File: src/rtl/crypto_seq_if.sv
// crypto_seq_if: host/datapath bundle; master = host+datapath, slave = sequencer
interface crypto_seq_if #(parameter int NIBBLES = 4);
  logic                   key_load;
  logic [3:0]             key_in;
  logic                   start;
  logic [4*NIBBLES-1:0]   word_in;
  logic [3:0]             dp_data;
  logic [3:0]             dp_key;
  logic [3:0]             dp_y;
  logic [4*NIBBLES-1:0]   word_out;
  logic                   busy;
  logic                   done;
  logic                   key_valid;
  logic                   key_err;
  modport master (
    output key_load, key_in, start, word_in, dp_y,
    input  dp_data, dp_key, word_out, busy, done, key_valid, key_err
  );
  modport slave (
    input  key_load, key_in, start, word_in, dp_y,
    output dp_data, dp_key, word_out, busy, done, key_valid, key_err
  );
endinterface

File: src/rtl/crypto_seq_ctrl.sv
// crypto_seq_ctrl: feeds a word nibble-by-nibble with a rolling key into a combinational cipher and reassembles the result
// ports: clk, rst_n (async active-low); bus.slave carries key_load/key_in/start/word_in from the host,
// dp_data/dp_key/dp_y to and from the cipher, and word_out/busy/done/key_valid/key_err back to the host
module crypto_seq_ctrl #(
  parameter int NIBBLES = 4,
  parameter int KEY_ROT = 1
) (
  input logic        clk,
  input logic        rst_n,
  crypto_seq_if.slave bus
);
  localparam int W  = 4 * NIBBLES;
  localparam int IW = NIBBLES > 1 ? $clog2(NIBBLES) : 1;
  localparam int R  = KEY_ROT % 4;
  typedef enum logic [1:0] {IDLE, RUN, DONE} state_t;
  state_t          state, state_d;
  logic [W-1:0]    word_reg;
  logic [3:0]      key_reg, work_key, rot_key;
  logic [IW-1:0]   idx;
  logic            has_key, accept, last;
  always_comb begin
    has_key     = bus.key_valid || bus.key_load;
    accept      = state == IDLE && bus.start && has_key;
    last        = idx == IW'(NIBBLES - 1);
    rot_key     = (work_key << R) | (work_key >> (4 - R));
    state_d     = state == IDLE ? (accept ? RUN : IDLE) : state == RUN ? (last ? DONE : RUN) : IDLE;
    bus.dp_data = state == RUN ? word_reg[idx*4 +: 4] : 4'h0;
    bus.dp_key  = state == RUN ? work_key : 4'h0;
  end
  always_ff @(posedge clk or negedge rst_n) begin
    if (!rst_n) begin
      state         <= IDLE;
      word_reg      <= '0;
      key_reg       <= '0;
      work_key      <= '0;
      idx           <= '0;
      bus.word_out  <= '0;
      bus.busy      <= 1'b0;
      bus.done      <= 1'b0;
      bus.key_valid <= 1'b0;
      bus.key_err   <= 1'b0;
    end else begin
      state       <= state_d;
      bus.done    <= state == RUN && last;
      bus.key_err <= state == IDLE && bus.start && !has_key;
      if (state == IDLE && bus.key_load) begin
        key_reg       <= bus.key_in;
        bus.key_valid <= 1'b1;
      end
      if (accept) begin
        word_reg <= bus.word_in;
        work_key <= bus.key_load ? bus.key_in : key_reg;
        idx      <= '0;
        bus.busy <= 1'b1;
      end
      if (state == RUN) begin
        bus.word_out[idx*4 +: 4] <= bus.dp_y;
        work_key                 <= rot_key;
        idx                      <= last ? idx : idx + 1'b1;
      end
      if (state == DONE) bus.busy <= 1'b0;
    end
  end
endmodule
File: src/flat_wrapper.sv
// flat-port wrapper written by rule: the top's interface ports become plain ports
module crypto_seq_ctrl_flat 
#(
  parameter int NIBBLES = 4,
  parameter int KEY_ROT = 1
)
  (clk, rst_n, bus_key_load, bus_key_in, bus_start, bus_word_in, bus_dp_y, bus_dp_data, bus_dp_key, bus_word_out, bus_busy, bus_done, bus_key_valid, bus_key_err);
  crypto_seq_if #(.NIBBLES(NIBBLES)) bus_i ();
  input logic clk;
  input logic rst_n;
  input wire logic [$bits(bus_i.key_load)-1:0] bus_key_load;
  input wire logic [$bits(bus_i.key_in)-1:0] bus_key_in;
  input wire logic [$bits(bus_i.start)-1:0] bus_start;
  input wire logic [$bits(bus_i.word_in)-1:0] bus_word_in;
  input wire logic [$bits(bus_i.dp_y)-1:0] bus_dp_y;
  output wire logic [$bits(bus_i.dp_data)-1:0] bus_dp_data;
  output wire logic [$bits(bus_i.dp_key)-1:0] bus_dp_key;
  output wire logic [$bits(bus_i.word_out)-1:0] bus_word_out;
  output wire logic [$bits(bus_i.busy)-1:0] bus_busy;
  output wire logic [$bits(bus_i.done)-1:0] bus_done;
  output wire logic [$bits(bus_i.key_valid)-1:0] bus_key_valid;
  output wire logic [$bits(bus_i.key_err)-1:0] bus_key_err;
  assign bus_i.key_load = bus_key_load;
  assign bus_i.key_in = bus_key_in;
  assign bus_i.start = bus_start;
  assign bus_i.word_in = bus_word_in;
  assign bus_i.dp_y = bus_dp_y;
  assign bus_dp_data = bus_i.dp_data;
  assign bus_dp_key = bus_i.dp_key;
  assign bus_word_out = bus_i.word_out;
  assign bus_busy = bus_i.busy;
  assign bus_done = bus_i.done;
  assign bus_key_valid = bus_i.key_valid;
  assign bus_key_err = bus_i.key_err;
  crypto_seq_ctrl #(.NIBBLES(NIBBLES), .KEY_ROT(KEY_ROT)) u_core (.clk(clk), .rst_n(rst_n), .bus(bus_i));
endmodule
File: config.mk
export PLATFORM = sky130hd
export DESIGN_NAME = crypto_seq_ctrl_flat
export DESIGN_NICKNAME = d
export VERILOG_FILES = /design/src/rtl/crypto_seq_if.sv /design/src/rtl/crypto_seq_ctrl.sv /design/src/flat_wrapper.sv
export SDC_FILE = /design/constraint.sdc
export NUM_CORES = 1
export LEC_CHECK = 0
export ABC_AREA = 1
export BUFFER_PORTS_ARGS = -buffer_cell sky130_fd_sc_hd__buf_2
export CAP_MARGIN = 30
export CORE_UTILIZATION = 27
export DETAILED_ROUTE_END_ITERATION = 16
export PLACE_DENSITY = 0.48
export SYNTH_ARGS = -nofsm -noshare
export SYNTH_HDL_FRONTEND = slang
export SYNTH_SLANG_ARGS = --single-unit
File: constraint.sdc
create_clock -name clk -period 1.5 [get_ports clk]
set_input_delay 0.075 -clock clk [delete_from_list [all_inputs] [get_ports clk]]
set_output_delay 0.075 -clock clk [all_outputs]
set_load 0.005 [all_outputs]
======== After elaboration in Yosys (flattened, before gate mapping) ========
Cells that the tools add are included.
W data, S select, Z words.
storage, ports and cells
  input port bits ......................... 28
  register bits ........................... 48
operators by class
  $add $sub $neg .......................... 2
  reduce and logical (&&, ||, !) cells .... 11
  equality and inequality tests ........... 4
  bitwise operators ....................... 1
  shifts and indexed selects .............. 3
  muxes and demuxes ....................... 15
operator list
  cell                       count
  $neg A4 Y34                1
  $shift A4 B34 Y16 const A  1
  $shiftx A4 B34 Y16         1
  $mux W4                    5
  $bwmux W16                 1
  $shiftx A16 B5 Y4          1
  $mux W2                    6
  $logic_and A1 B1 Y1        5
  $eq A2 B2 Y1 const B       2
  $or A4 B1 Y4               1
  $reduce_bool A2 Y1         2
  $mux W1                    3
  $add A2 B1 Y2 const B      1
  $eq A2 B1 Y1 const B       1
  $logic_not A2 Y1           1
  $ne A2 B2 Y1 const B       1
  $reduce_and A2 Y1          1
  $logic_not A1 Y1           1
  $logic_or A1 B1 Y1         1

======== Logic depth before layout (Yosys ltp) ========
Gate-level depths: netlist of run 1.
  depth after elaboration ................. 5
  gate-level depth with buffers ........... 8
  mapped depth without buffers ............ 7

======== Worst setup path before layout of run 1 ========
Ideal clock, no wire load.
  path type ............................... flip-flop to flip-flop
  from .................................... reg u_core.idx[0]
  to ...................................... reg u_core.bus.word_out[0]
  stages on the path, launching flop included .. 9
  path slack .............................. 13 ps
  period minus slack after synthesis ...... 1487 ps
  library setup time ...................... 65 ps
  data required time ...................... 1435 ps
  arrival time ............................ 1422 ps
  path buffers ............................ 1
  path through ............................ dfrtp_1 > inv_1 > buf_2 > ha_1 > inv_1 > nand2_1 > nor2_1 > nand3_1 > nand2_1
on the way
  cells in the longest elaborated chain, start to end .. 3
  elaborated cells between the ends (all ways) .. 4
  those cells by class .................... add/sub: 1; shift: 2; mux: 1
ends and longest elaborated chain
  what                                                            line                   text
  from (decl)                                                     crypto_seq_ctrl.sv:19  logic [IW-1:0] idx;
  from (signal assigned)                                          crypto_seq_ctrl.sv:59  idx <= last ? idx : idx + 1'b1;
  $neg A4 Y34 *                                                   crypto_seq_ctrl.sv:57  bus.word_out[idx*4 +: 4] <= bus.dp_y;
  $shiftx A4 B34 Y16 / $shift A4 B34 Y16 (equally long branches)  crypto_seq_ctrl.sv:57
  $bwmux W16 *                                                    crypto_seq_ctrl.sv:57
  to (signal, indexed assignment)                                 crypto_seq_ctrl.sv:57
  to (decl)                                                       crypto_seq_if.sv:21    output dp_data, dp_key, word_out, busy, done, key_valid, key_err
Mark *: on every way between the ends. The rest lies on a longest branch, timed or not.
A chain may end at the register's enable or synchronous reset.

======== Worst setup path in the final report of run 1 ========
  from .................................... reg u_core.idx[0]
  to ...................................... out bus_dp_data[0]
on the way
  cells in the longest elaborated chain, start to end .. 2
ends and longest elaborated chain
  what               line                   text
  $shiftx A16 B5 Y4  crypto_seq_ctrl.sv:27  bus.dp_data = state == RUN ? word_reg[idx*4 +: 4] : 4'h0;
  $mux W4            crypto_seq_ctrl.sv:27
  to (decl)          flat_wrapper.sv:16     output wire logic [$bits(bus_i.dp_data)-1:0] bus_dp_data;
No other way between the ends.

==> results.md, run 1 <==
- Setup crit end kind: primary output
- Fmax: 699 MHz
- Num CTS Buffers: 5
- Rel. slew slack: 78.7%
- Startpoint Class: register
- Worst endpoint data arrival time: 1360 ps
- Grt ovf: 0
- Top post-synthesis cells by area: dfrtp_1 51%, nand2_1 21%, inv_1 8.1%
- Run status: complete, no violations
- Worst Hold Class: input pin to register
- Die ar.: 0.00911 mm^2
- Part of the power in registers: 38.7%
- Ys flop type: dfrtp_1
- CP most frequent cell: nand2_2
- Switching share of power: 41.4%
- Fin Clk Skew: 9.99 ps
- Max-slew violations: 0
- Syn nets: 340
- Comb power frac: 46.8%
- # setup viols final: 0
- Tmin final: 1430 ps
- RSZ-0062 raised after global routing: true
- Mapped Cells: 307
- Synth warn: 0
- Vias per cell: 4.18
- Max VDD drop: 0.597 mV
- Top-count cell post-synth: nand2_1
- Post-synth EDFFs: 0
- #FFs+latches synth: 48
- Clk slew on worst S/H paths: 90 ps
- Layout cell share with drive strength beyond 1: 24.7%
- CP max stage delay: 400 ps
- Io pins: 56
- Via count: 2031
- Final HPWL DP: 3880 um
- Post-DRT Antenna Nets: 0
- Port Buffer Count: 55
- CP cell instances: inv_2 -> buf_6 -> nand2_2 -> nand2_2 -> nand2_2 -> a21oi_2 -> buf_2
- Unique masters post-synth: 18
- Nets@finish: 413
- Core area: 0.00834 mm^2
- Req. time, crit path: 1420 ps
- Gpl congestion: 0.731
- Residual DRC: 0
- Tightest Pin Transition: 318 ps
- Maximum fanout along the worst path: 8
- Pwr dens: 1820 mW/mm^2
- Max_cap viols: 0
- CTS tree: built
- Detailed Route WL: 5320 um
- Final hold violations: 0
- Cells after DPL: 469
- CP max stage cell: dfrtp_1
- Largest net degree at the start of global routing: 49
- Post-synth ARST share: 100%
- Tot GR Track Use: 13.0%
- Vias in the first global route: 1953
- Seq/Total Area, Yosys: 51.0%
- Top cells by count, synth: 129 x nand2_1, 51 x inv_1, 48 x dfrtp_1, 19 x nand3_1, 13 x o21ai_1
- Clk Latency, worst-skew pair: 300 ps
- Initial antenna violation count: 0
- Global-route wire length before repair: 9070 um
- Post-Syn Area: 0.00236 mm^2
- P_int: 0.00320 W
- Final Non-Filler Cells: 486
- Sum Neg Setup Slack: 0 ps
- CTS HTree Levels: 2
- Die height: 95.4 um
- Area Growth Syn to Fin: 27.1%
- Clock tree buffer depth: 2
- CTS sink cnt: 48
- Syn_area_per_cell: 7.68 um^2
- P_leak: 1.79 nW
- P_sw: 0.00226 W
- Drt first pass iters: 4
- Period utilization: 95.4%
- Antenna Cells: 0
- 1st-iter DRT viols: 76
- Top cell type by total area after synthesis: dfrtp_1
- DR WL/cell: 10.9 um
- Synth top area share: 51.0%
- Clock Power Share: 14.5%
- Die W: 95.4 um
- Clock Root Buffer: clkbuf_8
- Crit path kind: register to primary output
- Initial Util: 28.3%
- Number of cell rows: 33
-- power by group through the flow --
| stage | registers (W) | clock network, W | logic [W] |
|---|---|---|---|
| after detailed placement | 0.00214 | 0 | 0.00247 |
| final | 0.00211 | 0.000789 | 0.00255 |
| after global placement | 0.00213 | 0 | 0.00245 |
| after floorplan | 0.00211 | 0 | 0.00163 |
| after CTS | 0.00211 | 0.000828 | 0.00251 |
| after global routing | 0.00218 | 0.000873 | 0.00299 |
-- worst paths after layout --
check | from | to | slack [ps] | cells after the start
max in group asynchronous | rst_n | u_core.key_reg[2]$_DFFE_PN0P_ | 990 | 3
min in group asynchronous | rst_n | u_core.idx[1]$_DFFE_PN0P_ | 270 | 3
min | bus_word_in[10] | u_core.word_reg[10]$_DFFE_PN0P_ | 7 | 3
min reg2reg | u_core.bus.word_out[12]$_DFFE_PN0P_ | u_core.bus.word_out[12]$_DFFE_PN0P_ | 490 | 2
max | u_core.idx[0]$_DFFE_PN0P_ | bus_dp_data[0] | 70 | 7
max reg2reg | u_core.state[0]$_DFF_PN0_ | u_core.word_reg[12]$_DFFE_PN0P_ | 160 | 5
-- metrics by stage --
stage	worst slack, ps	area, um^2	total power (W)	util (%)	hold WS [ps]
after CTS	41.0	2960	0.00545	35.5	1.27
after detailed placement	155	2790	0.00461	33.5	88.7
after floorplan	12.7	2360	0.00373	-	-221
final	69.4	3000	0.00545	35.9	6.61
after global routing	-30.8	3000	0.00604	35.9	4.71
after global placement	158	2790	0.00458	33.5	87.5
-- placed cells by master (no fill, tap or decap) --
cell type | netlist | routed
a21oi_2 | 0 | 3
o21ai_1 | 13 | 13
buf_4 | 2 | 9
clkbuf_8 | 0 | 5
nand3_1 | 19 | 19
buf_12 | 0 | 1
dfrtp_1 | 48 | 48
nor2_2 | 1 | 3
a21oi_1 | 4 | 1
nand3_4 | 1 | 1
clkinv_2 | 0 | 2
nand2_2 | 1 | 4
clkinv_4 | 0 | 1
nor2_1 | 11 | 9
buf_2 | 4 | 55
inv_1 | 51 | 49
nand2_1 | 129 | 126
o21ai_2 | 3 | 3
nand2_4 | 2 | 2
ha_1 | 5 | 5
buf_6 | 3 | 2
o21ai_0 | 9 | 9
inv_2 | 1 | 3
dlygate4sd3_1 | 0 | 8
-- final cells by class --
class | count | area (um^2)
clock buffers | 5 | 68.8
clock inverters | 3 | 18.8
repair buffers | 75 | 465
well taps | 105 | 131
inverters | 52 | 195
multi-input cells | 198 | 916
fillers | 901 | 5340
flip-flops and latches | 48 | 1200
-- kinds of logic after synthesis --
group / count (synthesis) / synth area share (%)
buffers and inverters: 61 / 11.2
flip-flops: 48 / 51.0
adder cells (fa/ha/maj): 5 / 2.65
AO/OA/AOI/OAI: 29 / 6.63
AND/OR/NAND/NOR: 164 / 28.6
-- critical path: cells and delay by family (launching register included) --
kind / cells / cell delay [ps]
AND/OR/NAND/NOR: 3 / 160
buffers and inverters: 3 / 360
AO/OA/AOI/OAI: 1 / 140
flip-flops: 1 / 400
-- metal layers --
| layer | vias up | global-route usage, % | part of all wire [%] |
|---|---|---|---|
| li1 | 1066 | - | - |
| met1 | 915 | 17.3 | 47 |
| met2 | 42 | 20.7 | 46 |
| met3 | 8 | 3.43 | 5.0 |
| met4 | 0 | 3.73 | 1.4 |
| met5 | - | 0 | 0 |
-- repair_timing --
| action | CTS | global route |
|---|---|---|
| resized for setup | 2 | 10 |
| setup endpoints to repair | 2 | 21 |
| buffers inserted | 0 | 1 |
| cloned | 0 | 0 |
| hold buffers | 8 | 0 |
| endpoints found under the hold margin | 55 | 0 |
| pin swaps | 0 | 2 |
No activity file was read; power rests on OpenSTA's default activity.
==> run 2: changes to the inputs <==
Settings changed: CELL_PAD_IN_SITES_DETAIL_PLACEMENT set to 0, CELL_PAD_IN_SITES_GLOBAL_PLACEMENT set to 1, PLACE_DENSITY 0.48 to 0.62, SETUP_SLACK_MARGIN set to 0.2.
==> run 2 against run 1 <==
Effect of this change:
- final cell count rose by 1.2%
- final area rose by 6.7%
- maximum frequency barely moved
- hold slack improved by 1.4 ps
- combinational power rose by 15%
- worst setup slack improved by 0.64 ps
- via count barely moved
- critical path type unchanged
==> results.md, run 2 (synthesis gave the netlist of run 1 again) <==
- Initial antenna violation count: 0 (unchanged)
- Clk slew on worst S/H paths: 90 ps (about the same)
- Tmin final: 1430 ps (-0.645 ps)
- Post-DRT Antenna Nets: 0 (unchanged)
- Residual DRC: 0 (unchanged)
- CP startpoint: u_core.idx[0]$_DFFE_PN0P_
- Gpl congestion: 0.696 (-4.7%)
- Vias in the first global route: 1939 (-0.72%)
- Req. time, crit path: 1420 ps (about the same)
- Reg2Reg Launch Point: u_core.idx[0]$_DFFE_PN0P_
- R2R Setup Slk: 80 ps (-80 ps)
- Fmax: 699 MHz (about the same)
- CTS tree: built
- Clock Root Buffer: clkbuf_8
- CP most frequent cell: nand2_1
- Setup crit end kind: primary output
- Die W: 95.4 um (unchanged)
- Period utilization: 95.3% (about the same)
- Worst path bufs/invs: 3 (unchanged)
- Clk Latency, worst-skew pair: 300 ps (about the same)
- P_leak: 1.84 nW (+2.7%)
- Crit path kind: register to primary output
- Global-route wire length before repair: 9090 um (+0.31%)
- CTS HTree Levels: 2 (unchanged)
- Number of cell rows: 33 (unchanged)
- Port Buffer Count: 55 (unchanged)
- Final HPWL DP: 3930 um (+1.3%)
- Max VDD drop: 0.643 mV (+7.7%)
- Total length of routed met2 wires: 2420 um (-1.6%)
- Worst Hold Endpoint: u_core.word_reg[12]$_DFFE_PN0P_
- Fin Clk Skew: 6.22 ps (-3.77 ps)
- CP cell instances: inv_4 -> buf_6 -> nand2_1 -> nand2_1 -> nand2_1 -> a21oi_2 -> buf_2
- Antenna Cells: 0 (unchanged)
- Cells after DPL: 467 (-0.43%)
- Area Growth Syn to Fin: 35.7%
- Die ar.: 0.00911 mm^2 (unchanged)
- FF-to-FF path depth: 8 (+3)
- Top cell family by delay on the critical path: flip-flops
- Pwr dens: 1860 mW/mm^2 (+2.2%)
- Vias per cell: 4.13 (-1.3%)
- Most common cell after layout, fill and taps aside: nand2_1
- Initial Util: 28.3% (unchanged)
- 1st-iter DRT viols: 73 (-3.9%)
- Layout cell share with drive strength beyond 1: 32.0% (+7.4 points)
- Post-Route M1 WL: 2670 um (+5.7%)
- CTS sink cnt: 48 (unchanged)
- Core area: 0.00834 mm^2 (unchanged)
- Clock tree buffer depth: 2 (unchanged)
- Drt first pass iters: 4 (unchanged)
- Nets@finish: 419 (+1.5%)
- Most frequent cells in the layout: 114 x nand2_1, 55 x buf_2, 47 x dfrtp_1
- Grt ovf: 0 (unchanged)
- Via count: 2030 (-0.049%)
- Largest net degree at the start of global routing: 49 (unchanged)
- Die height: 95.4 um (unchanged)
- Run status: complete, no violations
- Final Power: 0.00595 W (+9.0%)
- RSZ-0062 raised after global routing: true
- Top Metal Used: met4
- Startpoint Class: register
- Num CTS Buffers: 5 (unchanged)
- Max-slew violations: 0 (unchanged)
- Tightest Pin Transition: 300 ps (-17.9 ps)
- CP max stage cell: dfrtp_2
- Max_cap viols: 0 (unchanged)
- Worst endpoint data arrival time: 1350 ps (about the same)
- # setup viols final: 0 (unchanged)
- CP max stage delay: 450 ps (+50 ps)
- Maximum fanout along the worst path: 8 (unchanged)
- Worst Hold Class: input pin to register
- Hold Path Stages: 3 (unchanged)
- Routed wire length on met3: 291 um (+10%)
- Tot GR Track Use: 13.0% (-0.018 points)
- Worst r2r dst: u_core.bus.word_out[3]$_DFFE_PN0P_
- Detailed Route WL: 5450 um (+2.5%)
- Final Non-Filler Cells: 492 (+1.2%)
- DR WL/cell: 11.1 um (+1.2%)
- Rel. slew slack: 79.9% (+1.2 points)
- Hold path start: bus_word_in[12]
- Io pins: 56 (unchanged)
- Final hold slack: 8.01 ps (+1.40 ps)
- Final hold violations: 0 (unchanged)
[run 2: cell types whose count changed in the layout (fill, tap and decap cells not counted), moves of 3 or more]
cell / before / now
dlygate4sd3_1: 8 / 12
nand2_2: 4 / 12
nand2_1: 126 / 114
nor2_4: 0 / 4
nand2_4: 2 / 6
inv_2: 3 / 6
inv_1: 49 / 43
nor2_1: 9 / 3
[run 2: how the worst max path moves through the flow]
stage	to	slack (ps)	cells after the start
2_1_floorplan	u_core.bus.word_out[0]$_DFFE_PN0P_	210	7
3_3_place_gp	u_core.word_reg[2]$_DFFE_PN0P_	150	5
3_5_place_dp	u_core.bus.word_out[7]$_DFFE_PN0P_	130	7
4_1_cts	bus_dp_data[3]	50	7
5_1_grt	bus_dp_data[2]	-50	7
6_report	bus_dp_data[3]	70	7
[run 2: per-stage QoR]
step	area [um^2]	util, %	setup TNS, ps	setup slack (ps)
after global placement	2790	33.5	0	149
after detailed placement	2790	33.5	0	133
after CTS	3060	36.7	0	51.6
after floorplan	2380	-	0	213
after global routing	3200	38.3	-206	-45.8
final	3200	38.3	0	70.1
[run 2: report_power, final]
part	switching, W	internal, W	total, W
Sequential	0.000338	0.00183	0.00217
Clock	0.000466	0.000374	0.000840
Combinational	0.00168	0.00125	0.00294
Total	0.00249	0.00346	0.00595
[run 2: final cells by class]
| class | count | area (um^2) |
|---|---|---|
| Clock buffer | 6 | 82.6 |
| Clock inverter | 2 | 15.0 |
| Fill cell | 927 | 5140 |
| Inverter | 52 | 205 |
| Multi-Input combinational cell | 198 | 1020 |
| Sequential cell | 48 | 1200 |
| Tap cell | 105 | 131 |
| Timing Repair Buffer | 81 | 541 |
[run 2: what timing repair did]
item,in CTS,in global routing
gates resized for setup,19,33
endpoints found under the hold margin,58,1
pin swaps,5,9
buffers inserted,3,2
endpoints found under the setup margin,39,47
hold buffers,11,1
[run 2: per-layer routing]
layer	global-route usage (%)	up-vias
li1	-	1082
met1	17.2	893
met2	20.6	47
met3	3.51	8
met4	3.73	0
met5	0	-
[run 2: tightest hold or removal path, cell delays in order]
cell and delay [ps]:
buf_2 90, inv_1 40, o21ai_1 60
